`src/rtl/video_pkg.sv`:
```
// Shared view-mode encodings, luma weights and channel helpers for the video view path.
package video_pkg;

  localparam logic [3:0] MODE_RAW       = 4'd0;
  localparam logic [3:0] MODE_GRAY      = 4'd1;
  localparam logic [3:0] MODE_PROC_BASE = 4'd2;

  localparam logic [7:0] COEF_R = 8'd77;
  localparam logic [7:0] COEF_G = 8'd150;
  localparam logic [7:0] COEF_B = 8'd29;

  // Replicates the low w bits of ch MSB-first across a byte (4'hA -> 8'hAA).
  function automatic logic [7:0] expand_ch(input logic [7:0] ch, input int w);
    logic [7:0] r;
    logic [2:0] src;
    r = '0;
    for (int i = 0; i < 8; i++) begin
      src           = 3'(w - 1 - (i % w));
      r[3'(7 - i)]  = ch[src];
    end
    return r;
  endfunction

endpackage

```
`src/rtl/rgb_to_luma.sv`:
```
// Two-stage weighted RGB to 8-bit luma: registered products, then registered sum and shift.
module rgb_to_luma
  import video_pkg::*;
#(
  parameter int CH_W = 4
) (
  input  logic              clk,
  input  logic              rst_n,
  input  logic              vld_i,
  input  logic [3*CH_W-1:0] rgb_i,
  output logic [7:0]        y_o,
  output logic              vld_o
);

  logic [7:0]  r8, g8, b8;
  logic [15:0] prod_r_q, prod_g_q, prod_b_q;
  logic        vld_p1_q, vld_p2_q;
  logic [7:0]  y_d, y_q;

  assign r8 = expand_ch(8'(rgb_i[3*CH_W-1 -: CH_W]), CH_W);
  assign g8 = expand_ch(8'(rgb_i[2*CH_W-1 -: CH_W]), CH_W);
  assign b8 = expand_ch(8'(rgb_i[CH_W-1 -: CH_W]), CH_W);

  // Weights sum to 256, so the 16-bit sum cannot overflow and Y never exceeds 255.
  assign y_d = 8'((prod_r_q + prod_g_q + prod_b_q) >> 8);

  always_ff @(posedge clk or negedge rst_n) begin
    if (!rst_n) begin
      prod_r_q <= '0;
      prod_g_q <= '0;
      prod_b_q <= '0;
      vld_p1_q <= 1'b0;
      y_q      <= '0;
      vld_p2_q <= 1'b0;
    end else begin
      prod_r_q <= {8'd0, COEF_R} * {8'd0, r8};
      prod_g_q <= {8'd0, COEF_G} * {8'd0, g8};
      prod_b_q <= {8'd0, COEF_B} * {8'd0, b8};
      vld_p1_q <= vld_i;
      y_q      <= y_d;
      vld_p2_q <= vld_p1_q;
    end
  end

  assign y_o   = y_q;
  assign vld_o = vld_p2_q;

endmodule

```
`src/rtl/video_view_select.sv`:
```
// Video view selector: luma conversion, delay alignment against processed streams,
// frame-boundary view switching, output coordinates and sticky misalignment flag.
module video_view_select
  import video_pkg::*;
#(
  parameter int CH_W       = 4,
  parameter int N_SRC      = 2,
  parameter int ALIGN_LAT  = 4,
  parameter int IMG_WIDTH  = 640,
  parameter int IMG_HEIGHT = 480
) (
  input  logic                 clk,
  input  logic                 rst_n,
  input  logic                 pix_valid,
  input  logic [3*CH_W-1:0]    pix_rgb,
  input  logic [N_SRC-1:0]     proc_valid,
  input  logic [N_SRC*8-1:0]   proc_data,
  input  logic [3:0]           mode_req,
  output logic [7:0]           gray_out,
  output logic                 gray_valid,
  output logic [3*CH_W-1:0]    out_pixel,
  output logic                 out_valid,
  output logic [9:0]           out_x,
  output logic [8:0]           out_y,
  output logic                 frame_start,
  output logic [3:0]           mode_active,
  output logic                 sync_err
);

  localparam int PW = 3 * CH_W;

  logic [7:0]           y_raw;
  logic                 y_vld;
  logic [PW-1:0]        rgb_sr_q [ALIGN_LAT];
  logic [ALIGN_LAT-1:0] vld_sr_q;
  logic [PW-1:0]        rgb_al;
  logic [CH_W-1:0]      y_al;
  logic                 av;

  logic [PW-1:0]        out_pixel_d, out_pixel_q;
  logic                 out_valid_q;
  logic                 mis_d, sync_err_q;
  logic [3:0]           mode_active_q, mode_eff;
  logic [9:0]           x_q;
  logic [8:0]           y_q;
  logic                 last_beat, mode_ok;

  rgb_to_luma #(.CH_W(CH_W)) u_luma (
    .clk   (clk),
    .rst_n (rst_n),
    .vld_i (pix_valid),
    .rgb_i (pix_rgb),
    .y_o   (y_raw),
    .vld_o (y_vld)
  );

  assign gray_out   = y_raw;
  assign gray_valid = y_vld;

  always_ff @(posedge clk or negedge rst_n) begin
    if (!rst_n) begin
      for (int i = 0; i < ALIGN_LAT; i++) rgb_sr_q[i] <= '0;
      vld_sr_q <= '0;
    end else begin
      rgb_sr_q[0] <= pix_rgb;
      for (int i = 1; i < ALIGN_LAT; i++) rgb_sr_q[i] <= rgb_sr_q[i-1];
      vld_sr_q <= {vld_sr_q[ALIGN_LAT-2:0], pix_valid};
    end
  end

  assign av     = vld_sr_q[ALIGN_LAT-1];
  assign rgb_al = rgb_sr_q[ALIGN_LAT-1];

  // Only the displayed top bits of luma need padding to the alignment point.
  generate
    if (ALIGN_LAT > 2) begin : g_pad
      logic [CH_W-1:0] pad_q [ALIGN_LAT-2];
      always_ff @(posedge clk or negedge rst_n) begin
        if (!rst_n) begin
          for (int i = 0; i < ALIGN_LAT-2; i++) pad_q[i] <= '0;
        end else begin
          pad_q[0] <= y_raw[7 -: CH_W];
          for (int i = 1; i < ALIGN_LAT-2; i++) pad_q[i] <= pad_q[i-1];
        end
      end
      assign y_al = pad_q[ALIGN_LAT-3];
    end else begin : g_nopad
      assign y_al = y_raw[7 -: CH_W];
    end
  endgenerate

  assign last_beat = out_valid_q && (x_q == 10'(IMG_WIDTH - 1)) && (y_q == 9'(IMG_HEIGHT - 1));
  assign mode_ok   = int'(mode_req) <= N_SRC + 1;
  // In a back-to-back stream the first pixel of the next frame is loaded on the boundary beat.
  assign mode_eff  = (last_beat && mode_ok) ? mode_req : mode_active_q;

  always_comb begin
    out_pixel_d = '0;
    mis_d       = 1'b0;
    if (av) begin
      if (mode_eff == MODE_RAW) begin
        out_pixel_d = rgb_al;
      end else if (mode_eff == MODE_GRAY) begin
        out_pixel_d = {3{y_al}};
      end else begin
        for (int k = 0; k < N_SRC; k++) begin
          if (mode_eff == 4'(int'(MODE_PROC_BASE) + k)) begin
            if (proc_valid[k]) out_pixel_d = {3{proc_data[8*k+7 -: CH_W]}};
            else               mis_d       = 1'b1;
          end
        end
      end
    end
  end

  always_ff @(posedge clk or negedge rst_n) begin
    if (!rst_n) begin
      out_valid_q   <= 1'b0;
      out_pixel_q   <= '0;
      sync_err_q    <= 1'b0;
      mode_active_q <= MODE_RAW;
      x_q           <= '0;
      y_q           <= '0;
    end else begin
      out_valid_q <= av;
      out_pixel_q <= out_pixel_d;
      sync_err_q  <= sync_err_q | mis_d;
      if (last_beat && mode_ok) mode_active_q <= mode_req;
      if (out_valid_q) begin
        if (x_q == 10'(IMG_WIDTH - 1)) begin
          x_q <= '0;
          y_q <= (y_q == 9'(IMG_HEIGHT - 1)) ? '0 : y_q + 9'd1;
        end else begin
          x_q <= x_q + 10'd1;
        end
      end
    end
  end

  assign out_valid   = out_valid_q;
  assign out_pixel   = out_pixel_q;
  assign out_x       = x_q;
  assign out_y       = y_q;
  assign frame_start = out_valid_q && (x_q == '0) && (y_q == '0);
  assign mode_active = mode_active_q;
  assign sync_err    = sync_err_q;

endmodule

```
`config.mk`:
```
export PLATFORM = sky130hd
export DESIGN_NAME = video_view_select
export DESIGN_NICKNAME = d
export VERILOG_FILES = /design/src/rtl/video_pkg.sv /design/src/rtl/rgb_to_luma.sv /design/src/rtl/video_view_select.sv
export SDC_FILE = /design/constraint.sdc
export NUM_CORES = 1
export LEC_CHECK = 0
export CORE_MARGIN = 1.5
export CORE_UTILIZATION = 30
export DETAILED_ROUTE_END_ITERATION = 12
export GPL_TIMING_DRIVEN = 0
export PLACE_DENSITY = 0.59
export SYNTH_ARGS = -nofsm -noshare
export SYNTH_HDL_FRONTEND = slang
export SYNTH_SLANG_ARGS = --single-unit
```
`constraint.sdc`:
```
create_clock -name clk -period 2.6 [get_ports clk]
set_clock_uncertainty 0.05 [all_clocks]
set_input_delay 0.65 -clock clk [delete_from_list [all_inputs] [get_ports clk]]
set_output_delay 0.65 -clock clk [all_outputs]
set_load 0.05 [all_outputs]
```
==> impl_summary.log, run 1 <==
[metrics] hpwl dp: 8270 um
[metrics] result of the run: completed
[metrics] CTS tree: built
[metrics] source-to-sink clock delay at the later pin of the worst-skew pair: 0.41 ns
[metrics] total routed wirelength: 11,200 um
[metrics] Horiz. Die Dim: 138 um
[metrics] clock tree buffer depth: 2
[metrics] fraction of layout cells with a size suffix above 1: 17.2%
[metrics] maximum fanout along the worst path: 3
[metrics] hold_ws: 0.118 ns
[metrics] Switching Share: 30.3%
[metrics] PnR Total Power: 6.28 mW
[metrics] Root Buffer: sky130_fd_sc_hd__clkbuf_16
[metrics] first-pass GRT wire length: 18,700 um
[metrics] startpoint type of the worst setup path: flop
[metrics] total negative slack: 0 ns
[metrics] sink count of the clock tree: 122
[metrics] FF+latch count, synth: 122
[metrics] port bufs: 72
[metrics] synthesis-to-layout area growth: 32.7%
[metrics] syn avg cell area: 12.8 um^2
[metrics] kind of critical path: reg -> reg
[metrics] Min-Delay Path Class: in -> async
[metrics] Total Die Area: 0.0191 mm^2
[metrics] fin. max-slew vios: 0
[metrics] endpoint type of the worst setup path: flop
[metrics] std cell rows: 49
[metrics] final critical-path share of the clock period: 97.6%
[metrics] initial antenna violation count: 0
[metrics] cell at the slowest stage of the critical path: sky130_fd_sc_hd__fa_1
[metrics] total of hold buffers inserted after clock tree synthesis: 0
[metrics] met2 usage in global routing: 20.5%
[metrics] RR Endpoint: u_luma.y_o[4]
[metrics] netlist area before placement: 0.00549 mm^2
[metrics] number of instances in the synthesized netlist: 430
[metrics] most congested layer reported by global routing: met2
[metrics] share of synthesized area occupied by flip-flops and latches: 55.6%
[metrics] H-tree depth: 4
[metrics] library cells used by synthesis: 48
[metrics] total inserted antenna cells: 0
[metrics] clock transition at the register clock pins on the worst setup and hold paths after CTS: 0.05 ns
[metrics] slack of the worst reg-to-reg path: 0.06 ns
[metrics] clock power share: 37.4%
[metrics] sw power: 1.91 mW
[metrics] grt met1 use: 15.8%
[metrics] met3 Use GR: 4.16%
[metrics] Pre-antenna DRT Iters: 4
[metrics] power per standard cell area: 862 mW/mm^2
[metrics] Placed Cells: 734
[metrics] maximum number of pins on one net before global-route repair: 76
[metrics] Placer Congestion: 0.850
[metrics] Post-synth EDFFs: 0
[metrics] count of boundary I/O pins: 84
[metrics] number of global-route vias before repair: 3,728
[metrics] maximum vdd ir drop: 0.547 mV
[metrics] First DRT Iteration DRCs: 189
[metrics] cell depth of the worst flop-to-flop path: 8
[metrics] most numerous cell on the critical path: sky130_fd_sc_hd__a21oi_2
[metrics] final setup fails: 0
[metrics] minimum clock period: 2.54 ns
[metrics] final-stage net count: 636
[metrics] Non-Filler Instances: 769
[metrics] Std-Cell Core Area: 0.0180 mm^2
[metrics] number of hold violations in the final report: 0
[metrics] Util after Layout: 40.5%
[metrics] Yosys warnings: 0
[metrics] slew margin rel.: 65.6%
[metrics] CP Cell Sequence: fa_1 -> ha_1 -> a21o_1 -> a21oi_2 -> o211ai_1 -> a31o_2 -> a21oi_2 -> o21bai_1
[metrics] share of power burned in combinational logic: 26.5%
[metrics] Antenna Nets Post-Route: 0
[metrics] P_leak: 3.33 nW
[metrics] Post-route DRC: 0
[metrics] starting density of the core: 30.5%
[metrics] Vias: 3,577
[metrics] startpoint of the worst register-to-register path: u_luma.prod_b_q[6]
[metrics] DIE HEIGHT: 138 um
[metrics] internal power summed over all cells: 4.37 mW
[metrics] overflow left after global routing: 0
[metrics] Slew @ Worst Pin: 0.515 ns
[metrics] Fmax: 394 MHz
[metrics] Crit path largest cell delay: 0.49 ns
[metrics] required time at the worst-slack endpoint: 2.82 ns
[metrics] most common flop cell mapped by yosys: sky130_fd_sc_hd__dfrtp_1
[metrics] total track usage: 12.5%
[metrics] Num CTS Buffers: 17
[metrics] average routed wire per standard cell: 14.6 um
[metrics] part of the power in registers: 36.1%
[metrics] Async SR Flop Fraction: 100%
[metrics] Crit path arrival time: 2.76 ns
[metrics] total of max-cap violations: 0
[metrics] vias per std cell: 4.65
critical path: cells and delay by family, from the launching register on:
kind / cells / cell delay, ns
flip-flops: 1 / 0.40
adder cells (fa/ha/maj): 2 / 0.84
AO/OA/AOI/OAI: 6 / 1.11
cells by family (layout without fill, tap and decap cells):
| family | Yosys count | in the layout | share of synthesized area [%] |
|---|---|---|---|
| AO/OA/AOI/OAI | 75 | 75 | 8.89 |
| other | 1 | 3 | 0.0683 |
| multiplexers | 2 | 2 | 0.388 |
| XOR/XNOR | 28 | 28 | 4.47 |
| adder cells (fa/ha/maj) | 71 | 71 | 18.1 |
| buffers and inverters | 38 | 146 | 3.12 |
| AND/OR/NAND/NOR | 93 | 93 | 9.30 |
| flip-flops | 122 | 122 | 55.6 |
sequential cells by signal, summed over array words and instances, names as in the netlist:
signal           cells
g_pad.pad_q          1
mode_active          4
out_pixel           12
out_valid            1
out_x               10
out_y                9
rgb_al              12
rgb_sr_q            36
sync_err             1
u_luma.prod_b_q      7
u_luma.prod_g_q     10
u_luma.prod_r_q      9
u_luma.y_o           5
vld_sr_q             4
y_al                 1
through the flow:
stage / setup WS, ns / instance area [um^2]
floorplan: 0.00726 / 5520
global placement: -4.18 / 6530
detailed placement: -0.806 / 6560
CTS: 0.00176 / 7210
global route: -0.0352 / 7280
finish: 0.0632 / 7280
cells in the final DEF, fill, tap and decap left out, types with 4 or more instances in the layout:
master                            Yosys  final
sky130_fd_sc_hd__clkinv_2             0      4
sky130_fd_sc_hd__inv_1               29     27
sky130_fd_sc_hd__xor2_1               8      8
sky130_fd_sc_hd__nand4_1              7      7
sky130_fd_sc_hd__nand2_1             20     20
sky130_fd_sc_hd__clkdlybuf4s50_1      0     58
sky130_fd_sc_hd__nand3_1             16     15
sky130_fd_sc_hd__o21bai_1             5      5
sky130_fd_sc_hd__clkbuf_1             1      4
sky130_fd_sc_hd__clkbuf_2             0      4
sky130_fd_sc_hd__dfrtp_1            122    120
sky130_fd_sc_hd__nor2_1              16     15
sky130_fd_sc_hd__a21o_1               4      4
sky130_fd_sc_hd__nor3_1               5      5
sky130_fd_sc_hd__o21ai_0             17     15
sky130_fd_sc_hd__nor2b_1              7      7
sky130_fd_sc_hd__clkbuf_16            0     17
sky130_fd_sc_hd__a21oi_2              1      9
sky130_fd_sc_hd__buf_2                2      6
sky130_fd_sc_hd__fa_1                14     13
sky130_fd_sc_hd__o21a_1              11     11
sky130_fd_sc_hd__xnor2_1             20     20
sky130_fd_sc_hd__buf_4                5      9
sky130_fd_sc_hd__a21oi_1             20     11
sky130_fd_sc_hd__ha_1                57     53
repair_timing:
item                                    CTS  global route
setup buffers                             2             2
gates cloned                              0             0
gates resized for setup                  41            32
endpoints found under the setup margin   16            22
pin swaps                                 3             7
endpoints found under the hold margin     0             0
worst max-delay path by stage:
stage,startpoint,slack [ns],endpoint,cells past startpoint
3_5_place_dp,pix_rgb[2],-0.81,u_luma.prod_b_q[8],11
6_report,u_luma.prod_b_q[6],0.06,u_luma.y_o[4],8
2_1_floorplan,pix_rgb[6],0.007,u_luma.prod_g_q[10],10
4_1_cts,u_luma.prod_b_q[6],0.002,u_luma.y_o[4],8
3_3_place_gp,rst_n,-4.18,out_y[0],1
5_1_grt,u_luma.prod_b_q[6],-0.04,u_luma.y_o[4],8
cell usage after synthesis (3+ instances only):
cell / instances / area (um^2)
sky130_fd_sc_hd__dfrtp_1: 122 / 3050
sky130_fd_sc_hd__ha_1: 57 / 713
sky130_fd_sc_hd__inv_1: 29 / 109
sky130_fd_sc_hd__a21oi_1: 20 / 100
sky130_fd_sc_hd__nand2_1: 20 / 75.1
sky130_fd_sc_hd__xnor2_1: 20 / 175
sky130_fd_sc_hd__o21ai_0: 17 / 85.1
sky130_fd_sc_hd__nand3_1: 16 / 80.1
sky130_fd_sc_hd__nor2_1: 16 / 60.1
sky130_fd_sc_hd__fa_1: 14 / 280
sky130_fd_sc_hd__o21a_1: 11 / 82.6
sky130_fd_sc_hd__xor2_1: 8 / 70.1
sky130_fd_sc_hd__nand4_1: 7 / 43.8
sky130_fd_sc_hd__nor2b_1: 7 / 43.8
sky130_fd_sc_hd__nor4_1: 6 / 37.5
sky130_fd_sc_hd__buf_4: 5 / 37.5
sky130_fd_sc_hd__nor3_1: 5 / 25.0
sky130_fd_sc_hd__o21bai_1: 5 / 37.5
sky130_fd_sc_hd__a21o_1: 4 / 30.0
sky130_fd_sc_hd__a221o_2: 3 / 33.8
sky130_fd_sc_hd__a22oi_1: 3 / 22.5
sky130_fd_sc_hd__and4_1: 3 / 26.3
power groups by stage:
stage | clock network [mW] | registers [mW] | logic [mW]
final | 2.35 | 2.27 | 1.67
after global routing | 2.51 | 2.29 | 1.83
after CTS | 2.40 | 2.27 | 1.63
after detailed placement | 0 | 2.30 | 1.57
after global placement | 0 | 2.30 | 1.53
after floorplan | 0 | 2.55 | 0.782
layer usage:
layer / vias up / part of all wire, % / routed length (um)
met5: - / 0 / 0
met4: 0 / 0.94 / 106
met3: 13 / 5.3 / 591
met2: 108 / 49 / 5460
met1: 1766 / 45 / 5080
li1: 1690 / - / -
layout make-up:
type	count	area [um^2]
Fill cell	1668	10700
Sequential cell	122	3060
Multi-Input combinational cell	272	2430
Timing Repair Buffer	77	742
Clock buffer	23	478
Tap cell	229	287
Clock inverter	8	118
Inverter	29	109
Buffer	9	62.6
(Power assumes the default switching activity.)
==> inputs of run 2 (changes only) <==
TNS_END_PERCENT = 10   (was default)
==> run 2 against run 1 <==
Die area unchanged. Routed wire length decreased by 0.48%. Sequential cell count unchanged. Utilization decreased by 0.44 points. Total power decreased by 4.4%. Sequential share of layout area increased by 0.44 points. Clock power decreased by 9.8%. Final cell count decreased by 0.26%. Combinational power decreased by 3%. Largest power group is now sequential cells. Non-clock buffer count decreased by 2. Sequential power about the same. Register-to-register slack improved by 0.02 ns.
==> impl_summary.log, run 2 (synthesized netlist as in run 1, its figures left out) <==
[metrics] vias per std cell: 4.63 (-0.50%)
[metrics] worst setup slack before clock tree synthesis: -0.947 ns (-0.140 ns)
[metrics] hpwl dp: 8270 um (about the same)
[metrics] fraction of layout cells with a size suffix above 1: 15.6% (-1.6 points)
[metrics] fin worst setup slack: 0.0605 ns (-0.00265 ns)
[metrics] Crit path largest cell delay: 0.50 ns (about the same)
[metrics] commonest cells after routing, fill and taps aside: sky130_fd_sc_hd__dfrtp_1, sky130_fd_sc_hd__clkdlybuf4s50_1, sky130_fd_sc_hd__ha_1
[metrics] slack of the worst reg-to-reg path: 0.08 ns (+0.02 ns)
[metrics] count of boundary I/O pins: 84 (unchanged)
[metrics] number of global-route vias before repair: 3,744 (+0.43%)
[metrics] P_leak: 3.30 nW (-0.78%)
[metrics] most common cell after layout, fill and taps aside: sky130_fd_sc_hd__dfrtp_1
[metrics] Fmax: 394 MHz (-0.10%)
[metrics] synthesis-to-layout area growth: 31.3%
[metrics] endpoint type of the worst setup path: flop
[metrics] number of hold violations in the final report: 0 (unchanged)
[metrics] total track usage: 12.7% (+0.24 points)
[metrics] count of fill cells added during filler insertion: 1,685 (+1.0%)
[metrics] clock transition at the register clock pins on the worst setup and hold paths after CTS: 0.05 ns (about the same)
[metrics] Antenna Nets Post-Route: 0 (unchanged)
[metrics] first-pass GRT wire length: 19,100 um (+2.0%)
[metrics] Post-route DRC: 0 (unchanged)
[metrics] H-tree depth: 4 (unchanged)
[metrics] starting density of the core: 30.5% (unchanged)
[metrics] total of max-cap violations: 0 (unchanged)
[metrics] Crit. path cell count: 12 (+4)
[metrics] Crit path buffers/inverters: 3 (+3)
[metrics] port bufs: 72 (unchanged)
[metrics] startpoint type of the worst setup path: input port
[metrics] result of the run: completed
[metrics] final critical-path share of the clock period: 97.7% (+0.10 points)
[metrics] critical path capture point: u_luma.prod_g_q[9]
[metrics] std cell rows: 49 (unchanged)
[metrics] Total Die Area: 0.0191 mm^2 (unchanged)
[metrics] Slew @ Worst Pin: 0.574 ns (+0.0595 ns)
[metrics] overflow left after global routing: 0 (unchanged)
[metrics] maximum vdd ir drop: 0.510 mV (-6.8%)
[metrics] maximum fanout along the worst path: 5 (+2)
[metrics] total routed wirelength: 11,200 um (-0.48%)
[metrics] Std-Cell Core Area: 0.0180 mm^2 (unchanged)
[metrics] total inserted antenna cells: 0 (unchanged)
[metrics] sink count of the clock tree: 122 (unchanged)
[metrics] final-stage net count: 634 (-0.31%)
[metrics] largest reg by FF count: rgb_sr_q
[metrics] startpoint of the worst register-to-register path: out_y[1]
[metrics] slew margin rel.: 61.7% (-3.9 points)
[metrics] maximum number of pins on one net before global-route repair: 63 (-17%)
[metrics] unrepaired setup endpoints after global routing: yes
[metrics] minimum clock period: 2.54 ns (+0.00265 ns)
[metrics] Horiz. Die Dim: 138 um (unchanged)
[metrics] cell depth of the worst flop-to-flop path: 8 (unchanged)
[metrics] average routed wire per standard cell: 14.6 um (-0.22%)
[metrics] initial antenna violation count: 0 (unchanged)
[metrics] cell at the slowest stage of the critical path: sky130_fd_sc_hd__fa_1
[metrics] Placer Congestion: 0.824 (-3.1%)
[metrics] Pre-antenna DRT Iters: 4 (unchanged)
[metrics] Root Buffer: sky130_fd_sc_hd__clkbuf_16
[metrics] clock tree buffer depth: 2 (unchanged)
[metrics] Crit path arrival time: 2.81 ns (+0.05 ns)
[metrics] First DRT Iteration DRCs: 152 (-20%)
[metrics] kind of cell adding the most delay to the critical path: adder cells
[metrics] final setup fails: 0 (unchanged)
[metrics] source-to-sink clock delay at the later pin of the worst-skew pair: 0.40 ns (about the same)
[metrics] CTS tree: built
[metrics] Worst setup startpoint: pix_rgb[7]
[metrics] Vias: 3,550 (-0.75%)
[metrics] total negative slack: 0 ns (unchanged)
[metrics] fin. max-slew vios: 0 (unchanged)
[metrics] RR Endpoint: out_pixel[2]
[metrics] kind of critical path: in -> reg
[metrics] Num CTS Buffers: 17 (unchanged)
[metrics] power per standard cell area: 834 mW/mm^2 (-3.3%)
[metrics] required time at the worst-slack endpoint: 2.87 ns (+0.05 ns)
[metrics] Min-Delay Path Class: in -> async
[metrics] number of flip-flops in the largest register: 36 (unchanged)
[metrics] DIE HEIGHT: 138 um (unchanged)
[metrics] CP Cell Sequence: dlygate4sd2_1 -> ha_1 -> inv_1 -> fa_1 -> inv_1 -> ha_1 -> a21oi_1 -> nor2_1 -> nor2_2 -> o21bai_1 -> a21oi_2 -> xnor2_1
==> run 2: cell types whose count changed in the layout (fill, tap and decap cells not counted), moves of 2 or more <==
cell,before,now
sky130_fd_sc_hd__ha_4,3,1
sky130_fd_sc_hd__dlygate4sd2_1,2,4
sky130_fd_sc_hd__buf_2,6,3
sky130_fd_sc_hd__bufinv_16,3,1
sky130_fd_sc_hd__ha_1,53,55
sky130_fd_sc_hd__buf_4,9,7
==> run 2: worst min path at each step <==
stage                 start      endpoint  slack (ns)
3_5_place_dp   rgb_sr_q[33]  rgb_sr_q[21]        0.28
3_3_place_gp   rgb_sr_q[30]  rgb_sr_q[18]        0.28
5_1_grt               rst_n      out_y[7]        0.21
2_1_floorplan  rgb_sr_q[12]     rgb_al[0]        0.28
6_report              rst_n      out_y[4]        0.17
4_1_cts               rst_n      out_y[3]        0.18
==> run 2: area by class of cell <==
cell class | count | area (um^2) | area share, %
flip-flops and latches | 122 | 3050 | 42.4
multi-input cells | 272 | 2410 | 33.4
repair buffers | 75 | 743 | 10.3
clock buffers | 23 | 468 | 6.50
well taps | 229 | 287 | 3.98
inverters | 29 | 109 | 1.51
clock inverters | 8 | 71.3 | 0.990
plain buffers | 9 | 62.6 | 0.869
==> run 2: metrics by stage <==
stage / utilization (%) / total power [mW] / cells / hold slack, ns / instance area, um^2
2_1_floorplan: - / 3.33 / 432 / 0.281 / 5510
3_3_place_gp: 36.3 / 3.82 / 733 / 0.282 / 6520
3_5_place_dp: 36.4 / 3.84 / 734 / 0.285 / 6550
4_1_cts: 39.9 / 6.06 / 766 / 0.180 / 7170
5_1_grt: 40.1 / 6.37 / 767 / 0.211 / 7200
6_report: 40.1 / 6.01 / 767 / 0.172 / 7200
==> run 2: what timing repair did <==
action / 4_1_cts / 5_1_grt
setup buffers: 1 / 1
hold buffers: 0 / 0
resized for setup: 48 / 20
pin swaps: 3 / 7
setup endpoints to repair: 18 / 24
==> run 2: per-layer routing <==
layer	track usage, %	routed length (um)
met1	15.8	4920
met5	0	0
met2	20.7	5490
met3	4.16	607
met4	4.93	175
==> run 2: worst reg2reg max path: stages (launching register included) <==
cell and delay, ns:
sky130_fd_sc_hd__dfrtp_1 0.44, sky130_fd_sc_hd__ha_4 0.19, sky130_fd_sc_hd__nand4b_4 0.13, sky130_fd_sc_hd__or4_1 0.49, sky130_fd_sc_hd__buf_2 0.18, sky130_fd_sc_hd__or4_4 0.43
sky130_fd_sc_hd__a21oi_2 0.20, sky130_fd_sc_hd__a221o_2 0.20, sky130_fd_sc_hd__o21a_1 0.14
==> run 2: report_power, final <==
part	internal, mW	leakage [nW]	total [mW]	switching [mW]
Combinational	0.661	1.55	1.62	0.956
Clock	1.35	0.267	2.12	0.773
Sequential	2.12	1.49	2.27	0.145
Total	4.13	3.30	6.01	1.87
==> inputs of run 3 (changes only) <==
CTS_BUF_LIST = sky130_fd_sc_hd__clkbuf_16   (was default)
==> run 3 against run 2 <==
Design area fell by 0.28%. Sequential power barely moved. Global-route usage barely moved. Final cell count did not move. Via count fell by 0.25%. Non-clock buffer count did not move.
==> impl_summary.log, run 3 (synthesized netlist as in run 1, its figures left out) <==
[metrics] Min-Delay Path Class: in -> async
[metrics] largest reg by FF count: rgb_sr_q
[metrics] Vias: 3,541 (-0.25%)
[metrics] Pre-antenna DRT Iters: 4 (unchanged)
[metrics] worst setup slack before clock tree synthesis: -0.947 ns (unchanged)
[metrics] fin worst setup slack: 0.0607 ns (+0.000166 ns)
[metrics] First DRT Iteration DRCs: 152 (unchanged)
[metrics] final-stage net count: 634 (unchanged)
[metrics] hold_ws: 0.173 ns (+0.00108 ns)
[metrics] CTS tree: built
[metrics] Num CTS Buffers: 17 (unchanged)
[metrics] kind of critical path: in -> reg
[metrics] P_leak: 3.31 nW (+0.16%)
[metrics] port bufs: 72 (unchanged)
[metrics] number of global-route vias before repair: 3,743 (-0.027%)
[metrics] std cell rows: 49 (unchanged)
[metrics] minimum clock period: 2.54 ns (-0.000167 ns)
[metrics] startpoint type of the worst setup path: input port
[metrics] starting density of the core: 30.5% (unchanged)
[metrics] slew margin rel.: 61.5% (-0.22 points)
[metrics] synthesis-to-layout area growth: 30.9%
[metrics] clock transition at the register clock pins on the worst setup and hold paths after CTS: 0.05 ns (about the same)
[metrics] Horiz. Die Dim: 138 um (unchanged)
[metrics] count of boundary I/O pins: 84 (unchanged)
[metrics] hpwl dp: 8270 um (unchanged)
[metrics] Root Buffer: sky130_fd_sc_hd__clkbuf_16
[metrics] cell at the slowest stage of the critical path: sky130_fd_sc_hd__fa_1
[metrics] required time at the worst-slack endpoint: 2.87 ns (about the same)
[metrics] overflow left after global routing: 0 (unchanged)
[metrics] commonest cells after routing, fill and taps aside: sky130_fd_sc_hd__dfrtp_1, sky130_fd_sc_hd__clkdlybuf4s50_1, sky130_fd_sc_hd__ha_1
[metrics] final critical-path share of the clock period: 97.7% (about the same)
[metrics] Crit path largest cell delay: 0.50 ns (about the same)
[metrics] H-tree depth: 4 (unchanged)
[metrics] total track usage: 12.7% (about the same)
[metrics] total negative slack: 0 ns (unchanged)
[metrics] Util after Layout: 40.0% (-0.11 points)
[metrics] first-pass GRT wire length: 19,100 um (unchanged)
[metrics] fraction of layout cells with a size suffix above 1: 15.2% (-0.37 points)
[metrics] Total Die Area: 0.0191 mm^2 (unchanged)
[metrics] total routed wirelength: 11,200 um (about the same)
[metrics] initial antenna violation count: 0 (unchanged)
[metrics] average routed wire per standard cell: 14.6 um (about the same)
[metrics] PnR Total Power: 5.93 mW (-1.3%)
[metrics] maximum vdd ir drop: 0.510 mV (about the same)
[metrics] clock tree buffer depth: 2 (unchanged)
[metrics] Worst setup startpoint: pix_rgb[7]
[metrics] Fmax: 394 MHz (about the same)
[metrics] Placer Congestion: 0.824 (unchanged)
[metrics] unrepaired setup endpoints after global routing: yes
[metrics] maximum number of pins on one net before global-route repair: 63 (unchanged)
[metrics] result of the run: completed
[metrics] startpoint of the worst register-to-register path: out_y[1]
[metrics] vias per std cell: 4.62 (-0.25%)
[metrics] power per standard cell area: 825 mW/mm^2 (-1.0%)
[metrics] number of flip-flops in the largest register: 36 (unchanged)
[metrics] final setup fails: 0 (unchanged)
[metrics] most common cell after layout, fill and taps aside: sky130_fd_sc_hd__dfrtp_1
[metrics] Post-route DRC: 0 (unchanged)
[metrics] Slew @ Worst Pin: 0.578 ns (+0.00330 ns)
[metrics] CP Cell Sequence: dlygate4sd2_1 -> ha_1 -> inv_1 -> fa_1 -> inv_1 -> ha_1 -> a21oi_1 -> nor2_1 -> nor2_2 -> o21bai_1 -> a21oi_2 -> xnor2_1
[metrics] DIE HEIGHT: 138 um (unchanged)
[metrics] Std-Cell Core Area: 0.0180 mm^2 (unchanged)
[metrics] fin. max-slew vios: 0 (unchanged)
[metrics] number of hold violations in the final report: 0 (unchanged)
[metrics] maximum fanout along the worst path: 5 (unchanged)
[metrics] Antenna Nets Post-Route: 0 (unchanged)
[metrics] total inserted antenna cells: 0 (unchanged)
[metrics] total of max-cap violations: 0 (unchanged)
[metrics] source-to-sink clock delay at the later pin of the worst-skew pair: 0.40 ns (about the same)
[metrics] Crit path arrival time: 2.81 ns (about the same)
[metrics] endpoint type of the worst setup path: flop
[metrics] sink count of the clock tree: 122 (unchanged)
-- run 3: power by group --
group,internal (mW),switching [mW]
Combinational,0.661,0.956
Sequential,2.12,0.144
Clock,1.27,0.772
Total,4.06,1.87
-- run 3: area by class of cell --
class                      instances  area [um^2]
sequential                       122         3050
inverter                          29          109
clock buffer                      17          425
fill                            1687        10800
timing repair buffer              75          743
clock inverter                    14         93.8
tap                              229          287
buffer                             9         62.6
multi-input combinational        272         2410
-- run 3: metal layers --
layer  vias to the layer above  track usage [%]  wire length (um)
met3                        17             4.16               602
met5                         -                0                 0
met2                       113             20.7              5500
li1                       1686                -                 -
met4                         0             4.93               168
met1                      1725             15.8              4930
-- run 3: final timing paths --
| kind | slack, ns | endpoint | depth (start not counted) |
|---|---|---|---|
| max | 0.06 | u_luma.prod_g_q[9] | 12 |
| min | 0.17 | out_y[4] | 1 |
| max reg2reg | 0.08 | out_pixel[2] | 8 |
| min reg2reg | 0.29 | y_al[0] | 0 |
| max in group asynchronous | 1.61 | out_x[3] | 2 |
| min in group clk | 0.29 | y_al[0] | 0 |
-- run 3: critical path, delay by kind of cell --
| family | cells | cell delay, ns |
|---|---|---|
| fa+ha+maj | 3 | 1.03 |
| buf+inv | 3 | 0.43 |
| compound gates | 3 | 0.40 |
| simple gates | 2 | 0.19 |
| xor+xnor | 1 | 0.13 |
-- run 3: timing repair --
| action | in CTS | in global routing |
|---|---|---|
| setup buffers | 1 | 1 |
| resized for setup | 48 | 20 |
| setup endpoints to repair | 18 | 24 |
| hold buffers | 0 | 0 |
| pin swaps | 3 | 7 |
-- run 3: per-stage QoR --
step | std cells | cell area, um^2
floorplan | 432 | 5510
global placement | 733 | 6520
detailed placement | 734 | 6550
CTS | 766 | 7150
global route | 767 | 7180
finish | 767 | 7180
